File: config.mk
export PLATFORM = sky130hd
export DESIGN_NAME = datapath_seq
export DESIGN_NICKNAME = d
export VERILOG_FILES = /design/src/rtl/datapath_pkg.sv /design/src/rtl/datapath_seq_alu.sv /design/src/rtl/datapath_seq.sv
export SDC_FILE = /design/constraint.sdc
export NUM_CORES = 1
export LEC_CHECK = 0
export BUFFER_PORTS_ARGS = -buffer_cell sky130_fd_sc_hd__buf_4
export CORE_MARGIN = 2
export CORE_UTILIZATION = 65
export DETAILED_ROUTE_END_ITERATION = 8
export GPL_ROUTABILITY_DRIVEN = 0
export GPL_TIMING_DRIVEN = 0
export PLACE_DENSITY_LB_ADDON = 0.15
export SLEW_MARGIN = 20
export SYNTH_ARGS = -nofsm -noshare
export SYNTH_HDL_FRONTEND = slang
export SYNTH_SLANG_ARGS = --single-unit
File: constraint.sdc
create_clock -name clk -period 10.04 [get_ports clk]
set_clock_uncertainty 0.05 [all_clocks]
set_input_delay 1.506 -clock clk [delete_from_list [all_inputs] [get_ports clk]]
set_output_delay 1.506 -clock clk [all_outputs]
set_load 0.02 [all_outputs]
File: src/rtl/datapath_pkg.sv
// Shared types and constants for the self-sequencing datapath.
package datapath_pkg;

  typedef enum logic [2:0] {
    OP_ADD = 3'd0,
    OP_SUB = 3'd1,
    OP_AND = 3'd2,
    OP_MVN = 3'd3,
    OP_OR  = 3'd4,
    OP_XOR = 3'd5,
    OP_CMP = 3'd6,
    OP_MOV = 3'd7
  } op_e;

  typedef enum logic [1:0] {
    SRC_RM    = 2'd0,
    SRC_IMM   = 2'd1,
    SRC_MDATA = 2'd2,
    SRC_PC    = 2'd3
  } src_e;

  typedef enum logic [1:0] {
    SH_NONE = 2'd0,
    SH_LSL1 = 2'd1,
    SH_LSR1 = 2'd2,
    SH_ASR1 = 2'd3
  } shift_e;

  typedef enum logic [2:0] {
    ST_IDLE = 3'd0,
    ST_RD_A = 3'd1,
    ST_RD_B = 3'd2,
    ST_EXEC = 3'd3,
    ST_WB   = 3'd4
  } state_e;

  // Bit positions inside status_out = {V, N, Z}
  localparam int Z_BIT = 0;
  localparam int N_BIT = 1;
  localparam int V_BIT = 2;

endpackage

File: src/rtl/datapath_seq_alu.sv
// Combinational B-operand shifter followed by the extended ALU and flag logic.
module alu_unit
  import datapath_pkg::*;
#(
  parameter int DATA_W = 16
) (
  input  logic [DATA_W-1:0] a,
  input  logic [DATA_W-1:0] b,
  input  shift_e            shift,
  input  op_e               op,
  output logic [DATA_W-1:0] c,
  output logic              z,
  output logic              n,
  output logic              v
);

  localparam int MSB = DATA_W - 1;

  logic [DATA_W-1:0] bs;

  // Single-position shift of the B operand; ASR keeps the sign bit.
  always_comb begin
    bs = b;
    case (shift)
      SH_NONE: bs = b;
      SH_LSL1: bs = {b[MSB-1:0], 1'b0};
      SH_LSR1: bs = {1'b0, b[MSB:1]};
      SH_ASR1: bs = {b[MSB], b[MSB:1]};
      default: bs = b;
    endcase
  end

  // Operation select and flags; V only has meaning for the add/subtract family.
  always_comb begin
    c = '0;
    v = 1'b0;
    case (op)
      OP_ADD: begin
        c = a + bs;
        v = (a[MSB] == bs[MSB]) && (c[MSB] != a[MSB]);
      end
      OP_SUB, OP_CMP: begin
        c = a - bs;
        v = (a[MSB] != bs[MSB]) && (c[MSB] != a[MSB]);
      end
      OP_AND:  c = a & bs;
      OP_OR:   c = a | bs;
      OP_XOR:  c = a ^ bs;
      OP_MVN:  c = ~bs;
      OP_MOV:  c = bs;
      default: c = '0;
    endcase
    z = (c == '0);
    n = c[MSB];
  end

endmodule

File: src/rtl/datapath_seq.sv
// Self-sequencing datapath: register file, A/B/C pipeline registers, status
// register and a command FSM driven by a start/done handshake.
//
//   state   | meaning
//   --------+----------------------------------------------------------
//   ST_IDLE | waiting for start; external register writes allowed
//   ST_RD_A | A <= reg[rn]
//   ST_RD_B | B <= selected source (reg[rm], sext imm, mdata, zext pc)
//   ST_EXEC | C <= ALU(A, shift(B)); status <= flags
//   ST_WB   | reg[rd] <= C (skipped for CMP); done pulses next cycle
module datapath_seq
  import datapath_pkg::*;
#(
  parameter int DATA_W = 16,
  parameter int NREGS  = 8,
  parameter int IMM_W  = 8,
  parameter int PC_W   = 8,
  localparam int RA_W  = $clog2(NREGS)
) (
  input  logic              clk,
  input  logic              reset,
  input  logic              start,
  input  logic [2:0]        op,
  input  logic [1:0]        src,
  input  logic [1:0]        shift,
  input  logic [RA_W-1:0]   rd,
  input  logic [RA_W-1:0]   rn,
  input  logic [RA_W-1:0]   rm,
  input  logic [IMM_W-1:0]  imm,
  input  logic [DATA_W-1:0] mdata,
  input  logic [PC_W-1:0]   pc,
  input  logic              wr_en,
  input  logic [RA_W-1:0]   wr_addr,
  input  logic [DATA_W-1:0] wr_data,
  input  logic [RA_W-1:0]   dbg_addr,
  output logic [DATA_W-1:0] dbg_data,
  output logic              busy,
  output logic              done,
  output logic [DATA_W-1:0] result,
  output logic [2:0]        status_out
);

  state_e state;

  op_e              op_q;
  src_e             src_q;
  shift_e           shift_q;
  logic [RA_W-1:0]  rd_q;
  logic [RA_W-1:0]  rn_q;
  logic [RA_W-1:0]  rm_q;
  logic [IMM_W-1:0] imm_q;

  logic [DATA_W-1:0] a_q;
  logic [DATA_W-1:0] b_q;
  logic [DATA_W-1:0] regs [NREGS];

  logic [DATA_W-1:0] b_sel;
  logic [DATA_W-1:0] alu_c;
  logic              alu_z;
  logic              alu_n;
  logic              alu_v;

  assign dbg_data = regs[dbg_addr];

  // B operand mux; imm is sign-extended and pc zero-extended to the datapath width.
  always_comb begin
    b_sel = regs[rm_q];
    case (src_q)
      SRC_RM:    b_sel = regs[rm_q];
      SRC_IMM:   b_sel = DATA_W'($signed(imm_q));
      SRC_MDATA: b_sel = mdata;
      SRC_PC:    b_sel = DATA_W'(pc);
      default:   b_sel = regs[rm_q];
    endcase
  end

  alu_unit #(
    .DATA_W(DATA_W)
  ) u_alu (
    .a     (a_q),
    .b     (b_q),
    .shift (shift_q),
    .op    (op_q),
    .c     (alu_c),
    .z     (alu_z),
    .n     (alu_n),
    .v     (alu_v)
  );

  // Command sequencer with its pipeline registers and handshake outputs.
  always_ff @(posedge clk) begin
    if (reset) begin
      state      <= ST_IDLE;
      op_q       <= OP_ADD;
      src_q      <= SRC_RM;
      shift_q    <= SH_NONE;
      rd_q       <= '0;
      rn_q       <= '0;
      rm_q       <= '0;
      imm_q      <= '0;
      a_q        <= '0;
      b_q        <= '0;
      result     <= '0;
      status_out <= '0;
      busy       <= 1'b0;
      done       <= 1'b0;
    end else begin
      done <= 1'b0;
      case (state)
        ST_IDLE: begin
          if (start) begin
            op_q    <= op_e'(op);
            src_q   <= src_e'(src);
            shift_q <= shift_e'(shift);
            rd_q    <= rd;
            rn_q    <= rn;
            rm_q    <= rm;
            imm_q   <= imm;
            busy    <= 1'b1;
            state   <= ST_RD_A;
          end
        end
        ST_RD_A: begin
          a_q   <= regs[rn_q];
          state <= ST_RD_B;
        end
        ST_RD_B: begin
          b_q   <= b_sel;
          state <= ST_EXEC;
        end
        ST_EXEC: begin
          result            <= alu_c;
          status_out[Z_BIT] <= alu_z;
          status_out[N_BIT] <= alu_n;
          status_out[V_BIT] <= alu_v;
          state             <= ST_WB;
        end
        ST_WB: begin
          busy  <= 1'b0;
          done  <= 1'b1;
          state <= ST_IDLE;
        end
        default: begin
          busy  <= 1'b0;
          state <= ST_IDLE;
        end
      endcase
    end
  end

  // Register file: FSM writeback wins; external writes land only while idle.
  always_ff @(posedge clk) begin
    if (reset) begin
      for (int i = 0; i < NREGS; i++) begin
        regs[i] <= '0;
      end
    end else if (state == ST_WB) begin
      if (op_q != OP_CMP) begin
        regs[rd_q] <= result;
      end
    end else if (wr_en && (state == ST_IDLE)) begin
      regs[wr_addr] <= wr_data;
    end
  end

endmodule

# == After elaboration in Yosys (flattened, before gate mapping) ==
# Memories as Yosys holds them, arrays and structs flattened. A register that Yosys moved wholly into a read port is not among the register bits.
# Cells that the tools add are included.
# classes
addsub,2
eq_ne,23
mux,27
bitwise,5
n_reduce_logical,14
# op_table
cell,n
$pmux 16 s4,2
$pmux 16 s7,1
$mux 16,2
$reduce_or 16->1,2
$add 16x16->16,1
$and 16x16->16,1
$logic_not 16->1,1
$not 16->16,1
$or 16x16->16,1
$sub 16x16->16,1
$xor 16x16->16,1
$eq 3x3->1 const B,5
$mux 3,5
$mux 1,14
$eq 3x2->1 const B,4
$pmux 3 s4,1
$eq 2x2->1 const B,4
$eq 3x1->1 const B,2
$logic_not 3->1,2
$eq 2x1->1 const B,2
$logic_not 2->1,2
$pmux 1 s2,2
$reduce_and 2->1,2
$logic_and 1x1->1,3
7 further kinds,9
# word_totals
register_bits,64
ram_bits,128
input_bits,74
out_inout_bits,37
elab_cells,85
n_memories,1
# mem_list
memory,words,width,rd,rd_clocked_by_memory_dff,wr,line,source
regs,8,16,3,2,8,datapath_seq.sv:55,logic [DATA_W-1:0] regs [NREGS];

# == Depth between registers and ports, before layout ==
# Gate-level depths: netlist of the first run.
# depth
depth_word,8
depth_mapped,16
ltp_nobuf,14

# == By module ==
# A second synthesis of the first run with hierarchy kept.
# unflattened
cells_unflattened,1374
area_unflattened_um2,14074.7
# by_module_without_submodules
module,n_inst,cells_per_inst,area_per_inst_um2,seq_area_each_um2
datapath_seq,1,898,10894.2,5505.3
alu_unit,1,476,3180.6,0.0

# == Worst setup path before layout of the first run ==
# OpenSTA, ideal clock, no wires.
# synth_path
path_kind,in2out
startpoint,input dbg_addr[0]
endpoint,output dbg_data[0]
arrival_ns,3.143
t_required_ns,8.484
setup_slack_ns,5.341
cell_stages,4
path_buffers,2
path_cell_list,clkbuf_1 > buf_1 > mux4_2 > mux2_2
# synth_between
elab_chain_len,1
# synth_lines
element,line,source
"start, declared",datapath_seq.sv:35,"input logic [RA_W-1:0] dbg_addr,"
$mem_v2 8x16,-,
"end, declared",datapath_seq.sv:36,"output logic [DATA_W-1:0] dbg_data,"
# Every way passes these cells.

# == Final worst setup path of the first run ==
# layout_path
startpoint,input dbg_addr[0]
endpoint,output dbg_data[2]
# Same word-level chain as after synthesis.

==> run_results.csv, run 1 <==
group,metric,value,unit
run_status,status,"completed",
critical_path,crit_start,"dbg_addr[0]",
grt,antenna_found_initial,0,
logic_synthesis,synth_seq_area_share,40.4,%
layout,drive_above_1_share,20.8,%
layout,layout-area-overhead-vs-synth,13.9,%
power_and_ir_drop,pwr-share-comb,28.3,%
floorplanning,io_pins,111,
timing,slew_viol_final,0,
clocking,cts_root_buf,"clkbuf_16",
min_path,hold_class,"register to register",
grt,grt_pass1_vias,11600,
critical_path,slowest_delay,0.78,ns
logic_synthesis,synth_edf_count,128,
routing,drtPass1Iterations,5,
critical_path,start_kind,"input port",
timing,slew_headroom,28.9,%
grt,grt_max_degree,17,
floorplanning,dieArea,22000,um^2
min_path,hold_start,"imm_q[3]",
grt,overflow,0,
timing,tightest_slew,1.06,ns
routing,wl_per_cell,24.0,um
min_path,hold_depth,2,
critical_path,cp.required,8.48,ns
critical_path,arrival,3.68,ns
clocking,clock-sinks,210,
job,maxCapViolations,0,
routing,avgViaCountPerCell,6.84,
timing,fin_tns_setup,0,ns
timing,setup_viol,0,
critical_path,r2r-start,"shift_q[0]",
floorplanning,die_y,148,um
logic_synthesis,synth.avg_cell_area,10.4,um^2
grt,gr-usage-all-layers,37.5,%
layout,antennaDiodeCount,0,
placed_design,io_buffers,107,
routing,drc,0,
routing,drt_iter0_markers,1297,
clocking,cts_buffers,23,
power_and_ir_drop,switchingPower,0.000827,W
critical_path,cp_max_fo,10,
logic_synthesis,synth_area_leader_cell,"edfxtp_1",
logic_synthesis,syn_area,13600,um^2
logic_synthesis,yosys.area.top_type_share,28.3,%
clocking,cts_tree,"yes",
critical_path,r2r.worst_path.cells,16,
logic_synthesis,ys_ff_latch,210,
logic_synthesis,synth_nets,1422,
critical_path,cp_top_family,"buffers and inverters",
critical_path,crit_cells,5,
routing,wirelength,41.3,mm
logic_synthesis,yosys_warnings,0,
logic_synthesis,ys_top_cells_by_area,"edfxtp_1 28%, mux4_2 17%, dfxtp_1 12%, nor2_1 6.6%, mux2i_1 4.6%",
clocking,holdBufCountCts,0,
logic_synthesis,async_flop_share,0,%
power_and_ir_drop,power.internal,0.00176,W
power_and_ir_drop,power_density,167,nW/um^2
timing,holdWs,0.406,ns
clocking,max-clock-path-buffers,3,
routing,final_antenna_net_count,0,
critical_path,worstPathCellList,"clkbuf_1 -> buf_1 -> mux4_2 -> mux2_2 -> buf_4",
clocking,path_clk_slew,0.06,ns
critical_path,crit_path_end_kind,"primary output",
layout,fill_cells,1418,
grt,grt_pass1_wl,63.7,mm
critical_path,worst-setup-path-type,"input port to primary output",
timing,finalHoldViolCount,0,
logic_synthesis,synth.distinct_cells,78,
logic_synthesis,synth_cells,1301,
timing,fin_crit,5.23,ns
routing,vias,11800,
timing,rsz0062_at_grt,"no",
timing,fmax,0.191,GHz
clocking,cts_max_level,1,
layout,layout_common_cells,"237 x nor2_1, 128 x edfxtp_1, 109 x buf_4",
power_and_ir_drop,p_leak,5.71,nW
power_and_ir_drop,switching_share,32.0,%
critical_path,worst-path-buf-inv,3,
floorplanning,coreArea,20400,um^2
clocking,post_cts_buffers,0,
layout,nets,1554,
power_and_ir_drop,power_frac_clock,32.5,%
logic_synthesis,synth_top_flop_cell,"edfxtp_1",
power_and_ir_drop,seq_power_share,39.2,%
layout,final_common_cell,"nor2_1",
clocking,cts_resized,0,
floorplanning,start_util,66.6,%
power_and_ir_drop,ir_worst_vdd,158,uV
floorplanning,die_w,148,um
floorplanning,rows,52,
clocking,clk_latency,0.52,ns
critical_path,worst_path_max_delay_cell,"buf_1",
placed_design,dp.final_hpwl,32.0,mm
timing,timing.final.crit_share,52.1,%
==> power groups by stage <==
stage | Clock [W] | Sequential (W) | Combinational, W
3_5_place_dp | 0 | 0.00103 | 0.000708
6_report | 0.000839 | 0.00101 | 0.000732
5_1_grt | 0.000867 | 0.00102 | 0.000784
4_1_cts | 0.000836 | 0.00101 | 0.000715
3_3_place_gp | 0 | 0.00102 | 0.000693
2_1_floorplan | 0 | 0.00101 | 0.000514
==> sequential cells by signal, indices dropped and copies added, names as in the netlist, 3 cells and up, named ones only <==
signal / count
a_q: 16
b_q: 16
imm_q: 8
op_q: 3
rd_q: 3
regs: 128
result: 15
rm_q: 3
rn_q: 3
state: 3
status_out: 3
==> tightest hold or removal path: stages (launching register included) <==
cell	delay, ns
dfxtp_1	0.31
nand2_1	0.05
a21oi_1	0.05
==> synthesized netlist by cell type (all sizes together) (31+ instances only) <==
| cell type | instances |
|---|---|
| a211oi | 31 |
| a21oi | 88 |
| buf | 33 |
| clkbuf | 62 |
| dfxtp | 82 |
| edfxtp | 128 |
| ha | 45 |
| inv | 51 |
| mux2i | 63 |
| mux4 | 103 |
| nand2 | 101 |
| nor2 | 237 |
| o21ai | 56 |
==> layer usage <==
metal  vias to the layer above  GRT usage, %  part of all wire, %
met2                       831          64.1                   50
met5                         -             0                    0
met3                       147          5.18                   10
met4                         0          16.9                  4.5
li1                       5101             -                    -
met1                      5687          48.1                   36
==> path summary, 6_finish.rpt <==
path / end / slack (ns)
min: imm_q[3] / 0.41
max: dbg_data[2] / 4.81
max reg2reg: status_out[0] / 5.31
min reg2reg: imm_q[3] / 0.41
==> layout make-up <==
type / instances / area, um^2 / share of cell area [%]
well taps: 270 / 338 / 2.19
clock inverters: 12 / 121 / 0.785
clock buffers: 30 / 622 / 4.02
plain buffers: 95 / 384 / 2.49
flip-flops and latches: 210 / 5490 / 35.5
inverters: 53 / 199 / 1.29
multi-input cells: 943 / 7500 / 48.5
repair buffers: 107 / 803 / 5.20
==> cells by family (layout without fill, tap and decap cells) <==
logic type | after synthesis | in the layout | synth area share [%]
AO/OA/AOI/OAI | 270 | 270 | 12.9
multiplexers | 192 | 192 | 23.9
adder cells (fa/ha/maj) | 47 | 47 | 4.44
XOR/XNOR | 10 | 10 | 0.645
buffers and inverters | 148 | 297 | 4.30
flip-flops | 210 | 210 | 40.4
AND/OR/NAND/NOR | 424 | 424 | 13.4
==> through the flow <==
stage | utilization [%] | instance area (um^2) | instances | total power, W | worst slack (ns)
5_1_grt | 75.9 | 15500 | 1720 | 0.00267 | 4.71
6_report | 75.9 | 15500 | 1720 | 0.00258 | 4.81
3_3_place_gp | 72.2 | 14700 | 1678 | 0.00171 | 4.84
2_1_floorplan | - | 13600 | 1301 | 0.00152 | 5.34
3_5_place_dp | 72.2 | 14700 | 1678 | 0.00173 | 4.83
4_1_cts | 75.9 | 15500 | 1720 | 0.00256 | 4.79
No activity file was read; power rests on OpenSTA's default activity.
==> run 2, diff against run 1 <==
CORE_UTILIZATION = 61   (was 65)
clock period = 5.37 ns   (was 10.04 ns; I/O delays follow)
==> run_results.csv, run 2 (synthesis results as in run 1) <==
group,metric,value,unit
power_and_ir_drop,p_leak,5.73,nW
routing,final_antenna_net_count,0,
layout,antennaDiodeCount,0,
critical_path,slowest_delay,0.51,ns
layout,layout_common_cells,"237 x nor2_1, 128 x edfxtp_1, 109 x buf_4",
timing,fin_tns_setup,0,ns
critical_path,worst_path_max_delay_cell,"a211oi_1",
floorplanning,coreArea,21800,um^2
routing,wl_per_cell,24.2,um
critical_path,start_kind,"register",
grt,grt_max_degree,17,
critical_path,cp_common_cell,"mux2i_1",
routing,avgViaCountPerCell,6.74,
timing,setup_slack,0.708,ns
run_status,status,"completed",
clocking,cts_tree,"yes",
placed_design,dp.final_hpwl,32.3,mm
floorplanning,io_pins,111,
layout,fill_cells,1605,
job,maxCapViolations,0,
timing,setup_viol,0,
critical_path,arrival,5.07,ns
timing,tightest_slew,1.07,ns
min_path,hold_path_end,"imm_q[5]",
timing,rsz0062_at_grt,"no",
layout,layout-area-overhead-vs-synth,14.3,%
grt,grt_pass1_wl,64.7,mm
min_path,hold_class,"register to register",
clocking,cts_root_buf,"clkbuf_16",
grt,antenna_found_initial,0,
critical_path,cp_max_fo,10,
placed_design,dp_slack,0.891,ns
critical_path,r2r-start,"shift_q[0]",
timing,slew_viol_final,0,
grt,gr-usage-all-layers,35.5,%
timing,fmax,0.214,GHz
layout,reg_top3,"regs: 128 flops, a_q: 16 flops, b_q: 16 flops",
critical_path,worst-setup-path-type,"register to register",
layout,largest_reg_flops,128,
clocking,cts_max_level,1,
floorplanning,die_y,153,um
timing,slew_headroom,28.9,%
clocking,cts_buffers,22,
floorplanning,die_w,153,um
layout,final_common_cell,"nor2_1",
min_path,hold_start,"imm_q[5]",
layout,nets,1553,
layout,final_util,71.1,%
critical_path,r2r-end,"status_out[0]",
grt,grt_pass1_vias,11600,
power_and_ir_drop,ir_worst_vdd,287,uV
floorplanning,start_util,62.2,%
clocking,max-clock-path-buffers,3,
power_and_ir_drop,power_density,319,nW/um^2
critical_path,worstPathCellList,"buf_4 -> buf_2 -> mux2i_1 -> o21ai_1 -> inv_1 -> ha_1 -> o21bai_1 -> a21oi_1 -> mux2i_1 -> o22ai_1 -> a211oi_1 -> nand4_1 -> nor4_1 -> nand4b_1 -> nor4b_2 -> a31o_1",
critical_path,regToRegSetupSlack,0.71,ns
layout,final_area,15500,um^2
min_path,hold_depth,2,
placed_design,io_buffers,107,
routing,drt_iter0_markers,1422,
timing,timing.final.crit_share,86.8,%
clocking,path_clk_slew,0.07,ns
routing,wirelength,41.9,mm
critical_path,crit_path_end_kind,"register",
clocking,cts_resized,0,
routing,vias,11600,
grt,overflow,0,
clocking,clock-sinks,210,
floorplanning,rows,54,
routing,drc,0,
placed_design,dpl_cell_area,14700,um^2
timing,fin_crit,4.66,ns
critical_path,cp.required,5.78,ns
clocking,clk_latency,0.51,ns
layout,regMostFlops,"regs",
layout,drive_above_1_share,20.7,%
critical_path,r2r.worst_path.cells,16,
clocking,holdBufCountCts,0,
routing,drtPass1Iterations,7,
floorplanning,dieArea,23500,um^2
timing,finalHoldViolCount,0,
clocking,post_cts_buffers,0,
-- run 2: cell count changes in the layout (fill, tap and decap cells not counted) --
cell	previous run	this run
bufinv_16	2	5
clkbuf_1	67	65
clkbuf_8	2	1
clkinv_1	4	5
clkinv_2	4	5
clkinv_4	2	0
clkinvlp_4	1	0
inv_6	1	0
-- run 2: through the flow --
step	std cells	hold slack (ns)	total power (W)
after floorplan	1301	0.383	0.00285
after global placement	1688	0.393	0.00321
after detailed placement	1688	0.397	0.00325
after CTS	1728	0.405	0.00489
after global routing	1728	0.436	0.00510
final	1728	0.409	0.00494
-- run 2: layer usage --
metal | global-route usage (%) | up-vias | wire length [um]
met1 | 45.2 | 5662 | 15200
met4 | 14.9 | 0 | 1880
met5 | 0 | - | 0
met3 | 4.93 | 143 | 3880
met2 | 61.1 | 738 | 20900
li1 | - | 5105 | -
-- run 2: how the worst max path moves through the flow --
| stage | from | to | slack (ns) | depth (start not counted) |
|---|---|---|---|---|
| floorplan | shift_q[1] | status_out[0] | 1.61 | 15 |
| global placement | shift_q[0] | status_out[0] | 0.96 | 16 |
| detailed placement | shift_q[0] | status_out[0] | 0.89 | 16 |
| CTS | shift_q[0] | status_out[0] | 0.85 | 16 |
| global route | shift_q[0] | status_out[0] | 0.55 | 16 |
| finish | shift_q[0] | status_out[0] | 0.71 | 16 |
-- run 2: where the power goes --
part	internal (W)	switching (W)	total, W
combinational	0.000564	0.000812	0.00138
sequential	0.00180	0.0000874	0.00189
clock	0.00103	0.000642	0.00167
-- run 2: final cells by class --
cell class,instances,area (um^2),area share (%)
Multi-Input combinational cell,943,7500,48.4
Sequential cell,210,5490,35.4
Timing Repair Buffer,107,803,5.18
Clock buffer,27,601,3.87
Buffer,95,384,2.48
Tap cell,280,350,2.26
Inverter,53,199,1.28
Clock inverter,13,186,1.20
-- run 2: critical path: cells and delay by family (launching register included) --
family                     cells  cell delay [ns]
and+or+nand+nor                4             1.14
AOI/OAI and AO/OA              6             1.71
adders and majority gates      1             0.37
muxes                          2             0.35
DFF                            1             0.31
buffers and inverters          3             0.66
==> run 3, diff against run 2 <==
CORE_UTILIZATION = 55   (was 61)
clock period = 3.84 ns   (was 5.37 ns; I/O delays follow)
==> run_results.csv, run 3 (synthesis results as in run 1) <==
group,metric,value,unit
layout,fin_cells,1792,
timing,slew_viol_final,0,
power_and_ir_drop,ir_worst_vdd,355,uV
job,maxCapViolations,0,
clocking,cts_buffers,22,
layout,final_common_cell,"nor2_1",
layout,multiInputGateArea,7710,um^2
routing,vias,11500,
layout,regMostFlops,"regs",
timing,finalHoldViolCount,0,
critical_path,crit_path_end_kind,"register",
critical_path,crit_start,"shift_q[0]",
timing,rsz0062_at_grt,"yes",
floorplanning,coreArea,24200,um^2
critical_path,cp.required,4.24,ns
layout,final_area,15900,um^2
placed_design,dp.final_hpwl,32.5,mm
critical_path,r2r-end,"status_out[0]",
floorplanning,die_y,161,um
routing,avgViaCountPerCell,6.43,
run_status,status,"completed",
clocking,clock-sinks,210,
clocking,path_clk_slew,0.06,ns
routing,wirelength,42.0,mm
min_path,hold_class,"input port to register",
layout,nets,1573,
timing,timing.final.crit_share,99.7,%
grt,gr-usage-all-layers,32.3,%
timing,slew_headroom,28.9,%
grt,grt_max_degree,17,
layout,drive_above_1_share,24.7,%
critical_path,r2r-start,"shift_q[0]",
power_and_ir_drop,power_density,428,nW/um^2
floorplanning,rows,57,
routing,drtPass1Iterations,6,
routing,drc,0,
critical_path,arrival,4.23,ns
clocking,clk_latency,0.51,ns
timing,setup_viol,0,
clocking,cts_root_buf,"clkbuf_16",
clocking,cts_tree,"yes",
critical_path,r2r.worst_path.cells,15,
routing,drt_iter0_markers,1403,
routing,final_antenna_net_count,0,
timing,fmax,0.261,GHz
clocking,holdBufCountCts,0,
layout,fill_cells,1974,
layout,final_util,65.6,%
floorplanning,dieArea,25900,um^2
routing,wl_per_cell,23.4,um
critical_path,worst-setup-path-type,"register to register",
grt,antenna_found_initial,0,
placed_design,placedCellCount,1732,
layout,largest_reg_flops,128,
grt,overflow,0,
power_and_ir_drop,p_leak,5.90,nW
critical_path,crit_end,"status_out[0]",
layout,reg_top3,"regs: 128 flops, a_q: 16 flops, b_q: 16 flops",
floorplanning,die_w,161,um
placed_design,io_buffers,107,
grt,grt_pass1_vias,11500,
timing,fin_crit,3.83,ns
grt,grt_pass1_wl,64.7,mm
layout,antennaDiodeCount,0,
timing,holdWs,0.263,ns
clocking,max-clock-path-buffers,3,
critical_path,start_kind,"register",
critical_path,cp_max_fo,9,
timing,setup_slack,0.0127,ns
layout,register_area,5490,um^2
floorplanning,start_util,56.0,%
critical_path,regToRegSetupSlack,0.01,ns
layout,layout-area-overhead-vs-synth,17.3,%
timing,tightest_slew,1.05,ns
min_path,hold_depth,3,
layout,layout_common_cells,"237 x nor2_1, 128 x edfxtp_1, 127 x buf_4",
placed_design,dp_slack,-0.703,ns
floorplanning,io_pins,111,
clocking,cts_max_level,1,
placed_design,dpl_cell_area,14800,um^2
run 3: final cells by class:
cell class | instances | area share, %
repair buffers | 127 | 6.07
flip-flops and latches | 210 | 34.5
plain buffers | 95 | 2.66
clock buffers | 29 | 3.97
well taps | 324 | 2.55
multi-input cells | 943 | 48.5
inverters | 53 | 1.25
clock inverters | 11 | 0.527
run 3: worst min path at each step:
stage / end / startpoint / slack, ns
6_report: shift_q[1] / shift[1] / 0.26
5_1_grt: rd_q[0] / rd[0] / 0.27
2_1_floorplan: imm_q[0] / imm_q[0] / 0.38
3_5_place_dp: imm_q[5] / imm_q[5] / 0.40
4_1_cts: rd_q[1] / rd[1] / 0.26
3_3_place_gp: imm_q[3] / imm_q[3] / 0.39
run 3: per-stage QoR:
step                power, W  TNS (ns)
global placement     0.00451     -4.84
finish               0.00681         0
CTS                  0.00674         0
detailed placement   0.00455     -9.85
floorplan            0.00399         0
global route         0.00708    -0.149
run 3: what timing repair did:
action | CTS | global route
gates resized for setup | 47 | 15
gates cloned | 0 | 0
setup endpoints to repair | 26 | 5
pin swaps | 19 | 5
setup buffers | 17 | 3
run 3: per-layer routing:
layer	part of all wire, %	track usage (%)	vias up
met2	49	55.5	650
met3	8.1	3.93	135
met4	5.0	14.2	0
met1	38	41.4	5607
li1	-	-	5137
met5	0	0	-
run 3: worst max-delay path: stages, from the launching register on:
cell	delay [ns]
dfxtp_1	0.32
buf_6	0.12
mux2_2	0.36
mux2i_4	0.25
ha_4	0.25
buf_6	0.13
a21o_1	0.20
a21o_1	0.17
a221o_1	0.29
a221o_1	0.34
nor3b_2	0.18
nand4_1	0.20
nor4_4	0.29
nand4b_1	0.17
nor4b_2	0.29
a31o_1	0.16
run 3: power by group:
part / switching (W) / leakage, nW / internal [W]
registers: 0.000123 / 2.00 / 0.00252
clock network: 0.000873 / 0.354 / 0.00123
logic: 0.00119 / 3.55 / 0.000879
total: 0.00218 / 5.90 / 0.00463
